$ cat config.mk
export PLATFORM = sky130hd
export DESIGN_NAME = fx2_stream_in_ctrl_flat
export DESIGN_NICKNAME = d
export VERILOG_FILES = /design/src/rtl/fx2_pkg.sv /design/src/rtl/fx2_stream_in_ctrl_if.sv /design/src/rtl/fx2_pkt_counter.sv /design/src/rtl/fx2_stream_in_ctrl.sv /design/src/flat_wrapper.sv
export SDC_FILE = /design/constraint.sdc
export NUM_CORES = 1
export LEC_CHECK = 0
export CAP_MARGIN = 40
export CORE_ASPECT_RATIO = 0.5
export CORE_MARGIN = 5
export CORE_UTILIZATION = 40
export DETAILED_ROUTE_END_ITERATION = 10
export HOLD_SLACK_MARGIN = 0.03
export PLACE_DENSITY = 0.74
export SLEW_MARGIN = 20
export SYNTH_ARGS = -nofsm -noshare
export SYNTH_HDL_FRONTEND = slang
export SYNTH_SLANG_ARGS = --single-unit
$ cat constraint.sdc
create_clock -name clk -period 3.4 [get_ports clk]
set_input_delay 0.51 -clock clk [delete_from_list [all_inputs] [get_ports clk]]
set_output_delay 0.51 -clock clk [all_outputs]
set_load 0.05 [all_outputs]
$ cat src/rtl/fx2_pkg.sv
// Shared types and FX2 pin constants for the slave-FIFO IN stream controller.
package fx2_pkg;

    typedef enum logic [1:0] {
        IDLE  = 2'd0,
        WRITE = 2'd1,
        PEND  = 2'd2,
        GAP   = 2'd3
    } state_t;

    // FIFOADR encodings for the four FX2 endpoint FIFOs
    localparam logic [1:0] EP2 = 2'b00;
    localparam logic [1:0] EP4 = 2'b01;
    localparam logic [1:0] EP6 = 2'b10;
    localparam logic [1:0] EP8 = 2'b11;

    localparam logic SLWR_INACTIVE   = 1'b1;
    localparam logic PKTEND_INACTIVE = 1'b1;

endpackage

$ cat src/rtl/fx2_stream_in_ctrl_if.sv
// Upstream valid/ready word stream feeding the FX2 IN controller.
interface fx2_stream_in_ctrl_if #(
    parameter int DATA_W = 8
) ();
    logic [DATA_W-1:0] s_data;
    logic              s_valid;
    logic              s_ready;
    logic              s_last;

    modport master (output s_data, output s_valid, output s_last, input  s_ready);
    modport slave  (input  s_data, input  s_valid, input  s_last, output s_ready);
endinterface

$ cat src/rtl/fx2_pkt_counter.sv
// Per-packet word count with boundary detect, saturating idle timer, committed-packet count.
// Registered state; commit (PKTEND) and word transfer never coincide.
module fx2_pkt_counter #(
    parameter int PKT_LEN      = 512,
    parameter int IDLE_TIMEOUT = 1024
) (
    input  logic        clk,
    input  logic        reset,
    input  logic        xfer,
    input  logic        idle_tick,
    input  logic        commit,
    output logic        at_boundary,
    output logic        word_zero,
    output logic        timeout_hit,
    output logic [15:0] pkt_count
);
    localparam int WC_W = $clog2(PKT_LEN);
    localparam int IC_W = $clog2(IDLE_TIMEOUT + 2);
    localparam logic [WC_W-1:0] LAST_IDX = WC_W'(PKT_LEN - 1);
    localparam logic [IC_W-1:0] IDLE_MAX = IC_W'(IDLE_TIMEOUT);

    logic [WC_W-1:0] word_cnt;
    logic [IC_W-1:0] idle_cnt;

    assign at_boundary = (word_cnt == LAST_IDX);
    assign word_zero   = (word_cnt == '0);
    assign timeout_hit = (IDLE_TIMEOUT != 0) && (idle_cnt == IDLE_MAX);

    always_ff @(posedge clk) begin
        if (reset) begin
            word_cnt  <= '0;
            idle_cnt  <= '0;
            pkt_count <= '0;
        end else if (commit) begin
            word_cnt  <= '0;
            idle_cnt  <= '0;
            pkt_count <= pkt_count + 16'd1;
        end else if (xfer) begin
            idle_cnt <= '0;
            if (at_boundary) begin
                // full packet: FX2 auto-commits at AUTOINLEN
                word_cnt  <= '0;
                pkt_count <= pkt_count + 16'd1;
            end else begin
                word_cnt <= word_cnt + 1'b1;
            end
        end else if (idle_tick && idle_cnt != IDLE_MAX) begin
            idle_cnt <= idle_cnt + 1'b1;
        end
    end

endmodule

$ cat src/rtl/fx2_stream_in_ctrl.sv
// Stream -> FX2 IN FIFO writer, 1-cycle latency to FD/SLWR#; s_ready = WRITE & flag_full_n, PKTEND# on short packets.
// Optional FX2_TEST_PATTERN_EN: pattern_sel=1 swaps the upstream stream for an internal counter.
module fx2_stream_in_ctrl
    import fx2_pkg::*;
#(
    parameter int         DATA_W       = 8,
    parameter int         PKT_LEN      = 512,
    parameter int         IDLE_TIMEOUT = 1024,
    parameter logic [1:0] FIFO_ADDR    = EP6
) (
    input  logic                 clk,
    input  logic                 reset,
    input  logic                 enable,
    fx2_stream_in_ctrl_if.slave  s,
    input  logic                 pattern_sel,
    input  logic                 flag_full_n,
    output logic [DATA_W-1:0]    fd,
    output logic [1:0]           faddr,
    output logic                 slwr_n,
    output logic                 slrd_n,
    output logic                 sloe_n,
    output logic                 pktend_n,
    output logic [15:0]          pkt_count
);
    state_t            state;
    logic [DATA_W-1:0] src_data;
    logic              src_valid;
    logic              src_last;
    logic              s_ready;
    logic              xfer;
    logic              at_boundary;
    logic              word_zero;
    logic              timeout_hit;

`ifdef FX2_TEST_PATTERN_EN
    logic [DATA_W-1:0] pat_cnt;

    always_ff @(posedge clk) begin
        if (reset)
            pat_cnt <= '0;
        else if (xfer && pattern_sel)
            pat_cnt <= pat_cnt + 1'b1;
    end

    assign src_data  = pattern_sel ? pat_cnt : s.s_data;
    assign src_valid = pattern_sel | s.s_valid;
    assign src_last  = ~pattern_sel & s.s_last;
`else
    logic unused_pattern_sel;
    assign unused_pattern_sel = pattern_sel;
    assign src_data  = s.s_data;
    assign src_valid = s.s_valid;
    assign src_last  = s.s_last;
`endif

    assign s_ready   = (state == WRITE) & flag_full_n;
    assign s.s_ready = s_ready;
    assign xfer      = src_valid & s_ready;
    assign faddr     = FIFO_ADDR;
    assign slrd_n    = 1'b1;
    assign sloe_n    = 1'b1;

    fx2_pkt_counter #(
        .PKT_LEN      (PKT_LEN),
        .IDLE_TIMEOUT (IDLE_TIMEOUT)
    ) u_cnt (
        .clk         (clk),
        .reset       (reset),
        .xfer        (xfer),
        .idle_tick   (s_ready & ~xfer),
        .commit      (state == PEND),
        .at_boundary (at_boundary),
        .word_zero   (word_zero),
        .timeout_hit (timeout_hit),
        .pkt_count   (pkt_count)
    );

    always_ff @(posedge clk) begin
        if (reset) begin
            state    <= IDLE;
            fd       <= '0;
            slwr_n   <= SLWR_INACTIVE;
            pktend_n <= PKTEND_INACTIVE;
        end else begin
            slwr_n   <= xfer ? ~SLWR_INACTIVE : SLWR_INACTIVE;
            pktend_n <= PKTEND_INACTIVE;
            if (xfer)
                fd <= src_data;
            case (state)
                IDLE: if (enable) state <= WRITE;
                WRITE: begin
                    if (xfer && src_last && !at_boundary)
                        state <= PEND;
                    else if (xfer && src_last)
                        state <= enable ? WRITE : IDLE;   // frame ends on auto-commit: no ZLP
                    else if (!xfer && timeout_hit && !word_zero)
                        state <= PEND;
                    else if (!enable && (xfer ? at_boundary : word_zero))
                        state <= IDLE;
                end
                PEND: begin
                    // last SLWR# is on the bus now; PKTEND# follows next cycle
                    pktend_n <= ~PKTEND_INACTIVE;
                    state    <= GAP;
                end
                GAP:     state <= enable ? WRITE : IDLE;
                default: state <= IDLE;
            endcase
        end
    end

endmodule
$ cat src/flat_wrapper.sv
// flat-port wrapper written by rule: the top's interface ports become plain ports
module fx2_stream_in_ctrl_flat import fx2_pkg::*;
#(
    parameter int         DATA_W       = 8,
    parameter int         PKT_LEN      = 512,
    parameter int         IDLE_TIMEOUT = 1024,
    parameter logic [1:0] FIFO_ADDR    = EP6
)
  (clk, reset, enable, pattern_sel, flag_full_n, fd, faddr, slwr_n, slrd_n, sloe_n, pktend_n, pkt_count, s_s_data, s_s_valid, s_s_last, s_s_ready);
  fx2_stream_in_ctrl_if #(.DATA_W(DATA_W)) s_i ();
  input  logic clk;
  input  logic reset;
  input  logic enable;
  input  logic pattern_sel;
  input  logic flag_full_n;
  output logic [DATA_W-1:0] fd;
  output logic [1:0] faddr;
  output logic slwr_n;
  output logic slrd_n;
  output logic sloe_n;
  output logic pktend_n;
  output logic [15:0] pkt_count;
  input wire logic [$bits(s_i.s_data)-1:0] s_s_data;
  input wire logic [$bits(s_i.s_valid)-1:0] s_s_valid;
  input wire logic [$bits(s_i.s_last)-1:0] s_s_last;
  output wire logic [$bits(s_i.s_ready)-1:0] s_s_ready;
  assign s_i.s_data = s_s_data;
  assign s_i.s_valid = s_s_valid;
  assign s_i.s_last = s_s_last;
  assign s_s_ready = s_i.s_ready;
  fx2_stream_in_ctrl #(.DATA_W(DATA_W), .PKT_LEN(PKT_LEN), .IDLE_TIMEOUT(IDLE_TIMEOUT), .FIFO_ADDR(FIFO_ADDR)) u_core (.clk(clk), .reset(reset), .enable(enable), .s(s_i), .pattern_sel(pattern_sel), .flag_full_n(flag_full_n), .fd(fd), .faddr(faddr), .slwr_n(slwr_n), .slrd_n(slrd_n), .sloe_n(sloe_n), .pktend_n(pktend_n), .pkt_count(pkt_count));
endmodule
**Word-level counts from Yosys, hierarchy flattened**

Cells that the tools add are included.
W data, S select, Z words.

- Add/subtract/negate cells: 3
- Equal/unequal tests: 8
- Muxes and demuxes: 14
- Bitwise logic cells: 4
- Reductions and logical operators: 18

Operator list:

| operator | number |
|---|---|
| $mux W16 | 3 |
| $add A16 B1 Y16 const B | 1 |
| $add A11 B1 Y11 const B | 1 |
| $eq A11 B11 Y1 const B | 1 |
| $ne A11 B11 Y1 const B | 1 |
| $mux W2 | 5 |
| $add A9 B1 Y9 const B | 1 |
| $eq A9 B9 Y1 const B | 1 |
| $logic_not A9 Y1 | 1 |
| $mux W9 | 1 |
| $pmux W2 S4 | 1 |
| $logic_and A1 B1 Y1 | 6 |
| $ne A5 B5 Y1 const B | 1 |
| $eq A2 B2 Y1 const B | 2 |
| $logic_not A1 Y1 | 4 |
| $mux W1 | 4 |
| $reduce_and A2 Y1 | 2 |
| $reduce_bool A2 Y1 | 2 |
| $and A1 B1 Y1 | 3 |
| $reduce_or A3 Y1 | 1 |
| $eq A2 B1 Y1 const B | 1 |
| $logic_not A2 Y1 | 1 |
| $ne A2 B2 Y1 const B | 1 |
| $reduce_or A2 Y1 | 1 |
| $not A1 Y1 | 1 |

- Register bits after elaboration: 48
- Output and inout port bits: 31
- Logic and storage cells: 54

**Longest topological paths before layout**

- Word-level depth: 10
- Gate-level depth with buffers: 10

**Hierarchy**

From an unflattened synthesis, not the netlist that was laid out.

- Cell total of the unflattened synthesis: 270
- Area, all modules: 2357.3 um^2

By module, submodules not included:

| module | times used | cells each | area each (um^2) | seq. area each (um^2) |
|---|---|---|---|---|
| fx2_pkt_counter | 1 | 200 | 1735.4 | 720.7 |
| fx2_stream_in_ctrl | 1 | 70 | 621.8 | 240.2 |

**Least setup slack after synthesis**

Ideal clock, no wire load.

- Path kind: register -> register
- Start: register u_core.u_cnt.word_cnt[0]
- End: register u_core.u_cnt.pkt_count[8]
- Library setup time: 70 ps
- Data arrival time: 2377 ps
- Data required time: 3330 ps
- Slack: 953 ps
- Stages on the path, launching flop included: 10
- Path buffers: 0
- Path through: dfxtp_1 > ha_1 > and3_1 > and3_1 > and3_1 > ha_1 > and3_1 > a32oi_1 > or4b_2 > a21oi_1

- Word-level cells in the longest chain between the ends: 3

Ends and longest elaborated chain:

| element | line | text |
|---|---|---|
| start, declared | fx2_pkt_counter.sv:22 | `logic [WC_W-1:0] word_cnt;` |
| start signal, assigned | fx2_pkt_counter.sv:45 | `word_cnt <= word_cnt + 1'b1;` |
| $eq A9 B9 Y1 | fx2_pkt_counter.sv:25 | `assign at_boundary = (word_cnt == LAST_IDX);` |
| $reduce_bool A2 Y1 (no line) | - |  |
| $reduce_and A2 Y1 (no line) | - |  |
| end signal, assigned | fx2_pkt_counter.sv:37 | `pkt_count <= pkt_count + 16'd1;` |
| end signal, assigned | fx2_pkt_counter.sv:43 | `pkt_count <= pkt_count + 16'd1;` |
| end, declared | fx2_pkt_counter.sv:15 | `output logic [15:0] pkt_count` |

Every way passes these cells.
A chain may end at the register's enable or synchronous reset.

**Final worst setup path**

Ends and elaborated chain as after synthesis.

==> out/results.txt <==
grt ovf: 0
vias in the first global route: 2019
Buffers on Ports: 40
drt initial violations: 100
post-CTS setup buffers: 0
HPWL Detailed: 3.82 mm
First-pass DRT Iterations: 4
Post-synth ARST share: 0%
clk_lat worst skew: 0.29 ns
CTS sink count: 48
final setup fails: 0
Primary FF master, synth: dfxtp_1
commonest cells after routing, fill and taps aside: dfxtp_1, clkdlybuf4s50_1, nand2_1
antenna violations before repair: 0
Chip Height: 63.8 um
Reg2Reg Setup Slack: 0.63 ns
flops & latches, synth: 48
cell count of the worst reg-to-reg path: 9
die width: 118 um
Num CTS Buffers: 5
Core Box Area: 5540 um^2
Finished Layout Cells: 390
global-route wire length before repair: 9.11 mm
Synth Instances: 277
Critical Path Source: u_core.u_cnt.word_cnt[0]
Max-slew headroom: 43.0%
hold_buf cts: 0
CTS Buffer Depth: 2
IO Pins: 46
post-synthesis sequential area ratio: 41.5%
worst r2r dst: u_core.u_cnt.pkt_count[8]
P per Cell Area: 399 nW/um^2
total of max-cap violations: 0
Post-Syn Area: 2320 um^2
Yosys Warn Count: 0
Max Fclk: 0.361 GHz
die area: 7510 um^2
WL per Instance: 13.6 um
CTS Root Cell: clkbuf_16
library cells used by synthesis: 46
Core Util, Final: 53.0%
Total GRT Usage: 14.1%
Final ANT Viol Nets: 0
Hold WC Path Type: reg -> reg
Routability Congestion: 0.831
Layout area overhead: 26.6%
Worst Path Arrival: 2.99 ns
Starting Density: 41.8%
Reg clk slew, reported paths: 0.07 ns
Worst EP required: 3.62 ns
CP startpoint kind: flip-flop
syn avg cell area: 8.37 um^2
pin count of the biggest net entering global routing: 33
layout cells sized above 1: 4.73%
Final Critical Period: 2.77 ns
setup_tns: 0 ns
minimum hold slack: 0.458 ns
antenna cells: 0
CP Class: reg -> reg
net count of the finished layout: 338
Worst Skew: 0.00522 ns
via count: 2135
RSZ-0062 raised after global routing: no
critical path peak fanout: 10
Worst setup EP type: flip-flop
Placed Instances: 382
status: finished clean
Vias/cell: 5.47
Row Count: 19
origin of the critical flop-to-flop path: u_core.u_cnt.word_cnt[0]
TritonCTS clock tree: yes
end of the critical path: u_core.u_cnt.pkt_count[8]
Detailed Route WL: 5.29 mm
Static Leak: 0.995 nW
cts repair resizes: 0
Final Hold Fails: 0
maximum vdd drop: 0.000223 V
Period Utilization, post-route: 81.4%
H-tree levels: 2
drt drc: 0
most common cell after layout, fill and taps aside: dfxtp_1
number of enable flip-flop cells after synthesis: 0
max-slew violation count: 0
measured slew at the worst slew-check pin: 0.848 ns
-- synthesized netlist by cell type, types with 3 or more instances --
master / n / share of area, %
nor4_1: 3 / 0.81
nand2b_1: 5 / 1.3
or4_1: 6 / 1.9
and4_1: 4 / 1.5
ha_1: 7 / 3.8
and3_1: 6 / 1.6
nor2_1: 14 / 2.3
xor2_1: 6 / 2.3
nand4_1: 9 / 2.4
buf_4: 4 / 1.3
a31oi_1: 3 / 0.81
xnor2_1: 4 / 1.5
nand2_1: 34 / 5.5
a21oi_1: 26 / 5.6
and2_1: 3 / 0.81
clkbuf_1: 9 / 1.5
dfxtp_1: 48 / 41
nor3_1: 4 / 0.86
inv_1: 8 / 1.3
o21ai_0: 16 / 3.5
o31ai_1: 5 / 1.6
nand3_1: 11 / 2.4
or3_1: 13 / 3.5
-- how the worst min path moves through the flow --
| stage | startpoint | end | slack [ns] | cells past startpoint |
|---|---|---|---|---|
| global route | u_core.fd[1] | u_core.fd[1] | 0.48 | 2 |
| finish | u_core.fd[5] | u_core.fd[5] | 0.46 | 2 |
| detailed placement | u_core.fd[5] | u_core.fd[5] | 0.45 | 2 |
| CTS | u_core.fd[5] | u_core.fd[5] | 0.46 | 2 |
| global placement | u_core.fd[7] | u_core.fd[7] | 0.44 | 2 |
| floorplan | u_core.u_cnt.idle_cnt[10] | u_core.u_cnt.idle_cnt[10] | 0.45 | 2 |
-- cell families after synthesis --
| group | synth area share [%] |
|---|---|
| AO/OA/AOI/OAI | 16.4 |
| flip-flops | 41.5 |
| other | 0.324 |
| multiplexers | 0.864 |
| buffers and inverters | 4.48 |
| adder cells (fa/ha/maj) | 3.78 |
| XOR/XNOR | 3.78 |
| AND/OR/NAND/NOR | 28.9 |
-- state kept, by name, indices dropped and copies added, names as in the netlist, named ones only --
name                    flops
u_core.u_cnt.word_cnt       9
u_core.pktend_n             1
u_core.slwr_n               1
u_core.state                1
u_core.u_cnt.pkt_count     16
u_core.fd                   8
u_core.u_cnt.idle_cnt      11
-- power by group --
| group | switching (W) | internal [W] |
|---|---|---|
| Clock | 0.000215 | 0.000293 |
| Sequential | 0.00000565 | 0.000568 |
| Combinational | 0.0000564 | 0.0000347 |
| Total | 0.000277 | 0.000895 |
-- routing by layer --
metal | vias to the layer above | GRT usage, % | part of all wire [%] | routed length, um
met3 | 2 | 3.79 | 4.0 | 210
met4 | 0 | 4.43 | 0.76 | 40
met1 | 1026 | 17.1 | 47 | 2470
li1 | 1074 | - | - | -
met5 | - | 0 | 0 | 0
met2 | 33 | 24.9 | 48 | 2560
-- area by class of cell --
type	instances	area (um^2)
clock buffers	6	139
clock inverters	2	15.0
fillers	502	2610
inverters	8	30.0
multi-input cells	208	1260
flip-flops and latches	48	961
well taps	73	91.3
repair buffers	45	438
-- worst max-delay path: stages (launching register included) --
cell and delay (ns):
dfxtp_1 0.41, ha_1 0.21, and3_1 0.21, and3_1 0.20, and3_1 0.20, ha_1 0.28
and3_1 0.18, a32oi_1 0.18, or4b_2 0.68, a21oi_1 0.15
-- per-stage QoR --
step / setup WS [ns] / cell area [um^2] / total power, W
after floorplan: 0.953 / 2320 / 0.000645
after global placement: 0.716 / 2780 / 0.000676
after detailed placement: 0.678 / 2780 / 0.000677
after CTS: 0.650 / 2930 / 0.00118
after global routing: 0.416 / 2930 / 0.00122
final: 0.633 / 2930 / 0.00117
No activity file was read; power rests on OpenSTA's default activity.
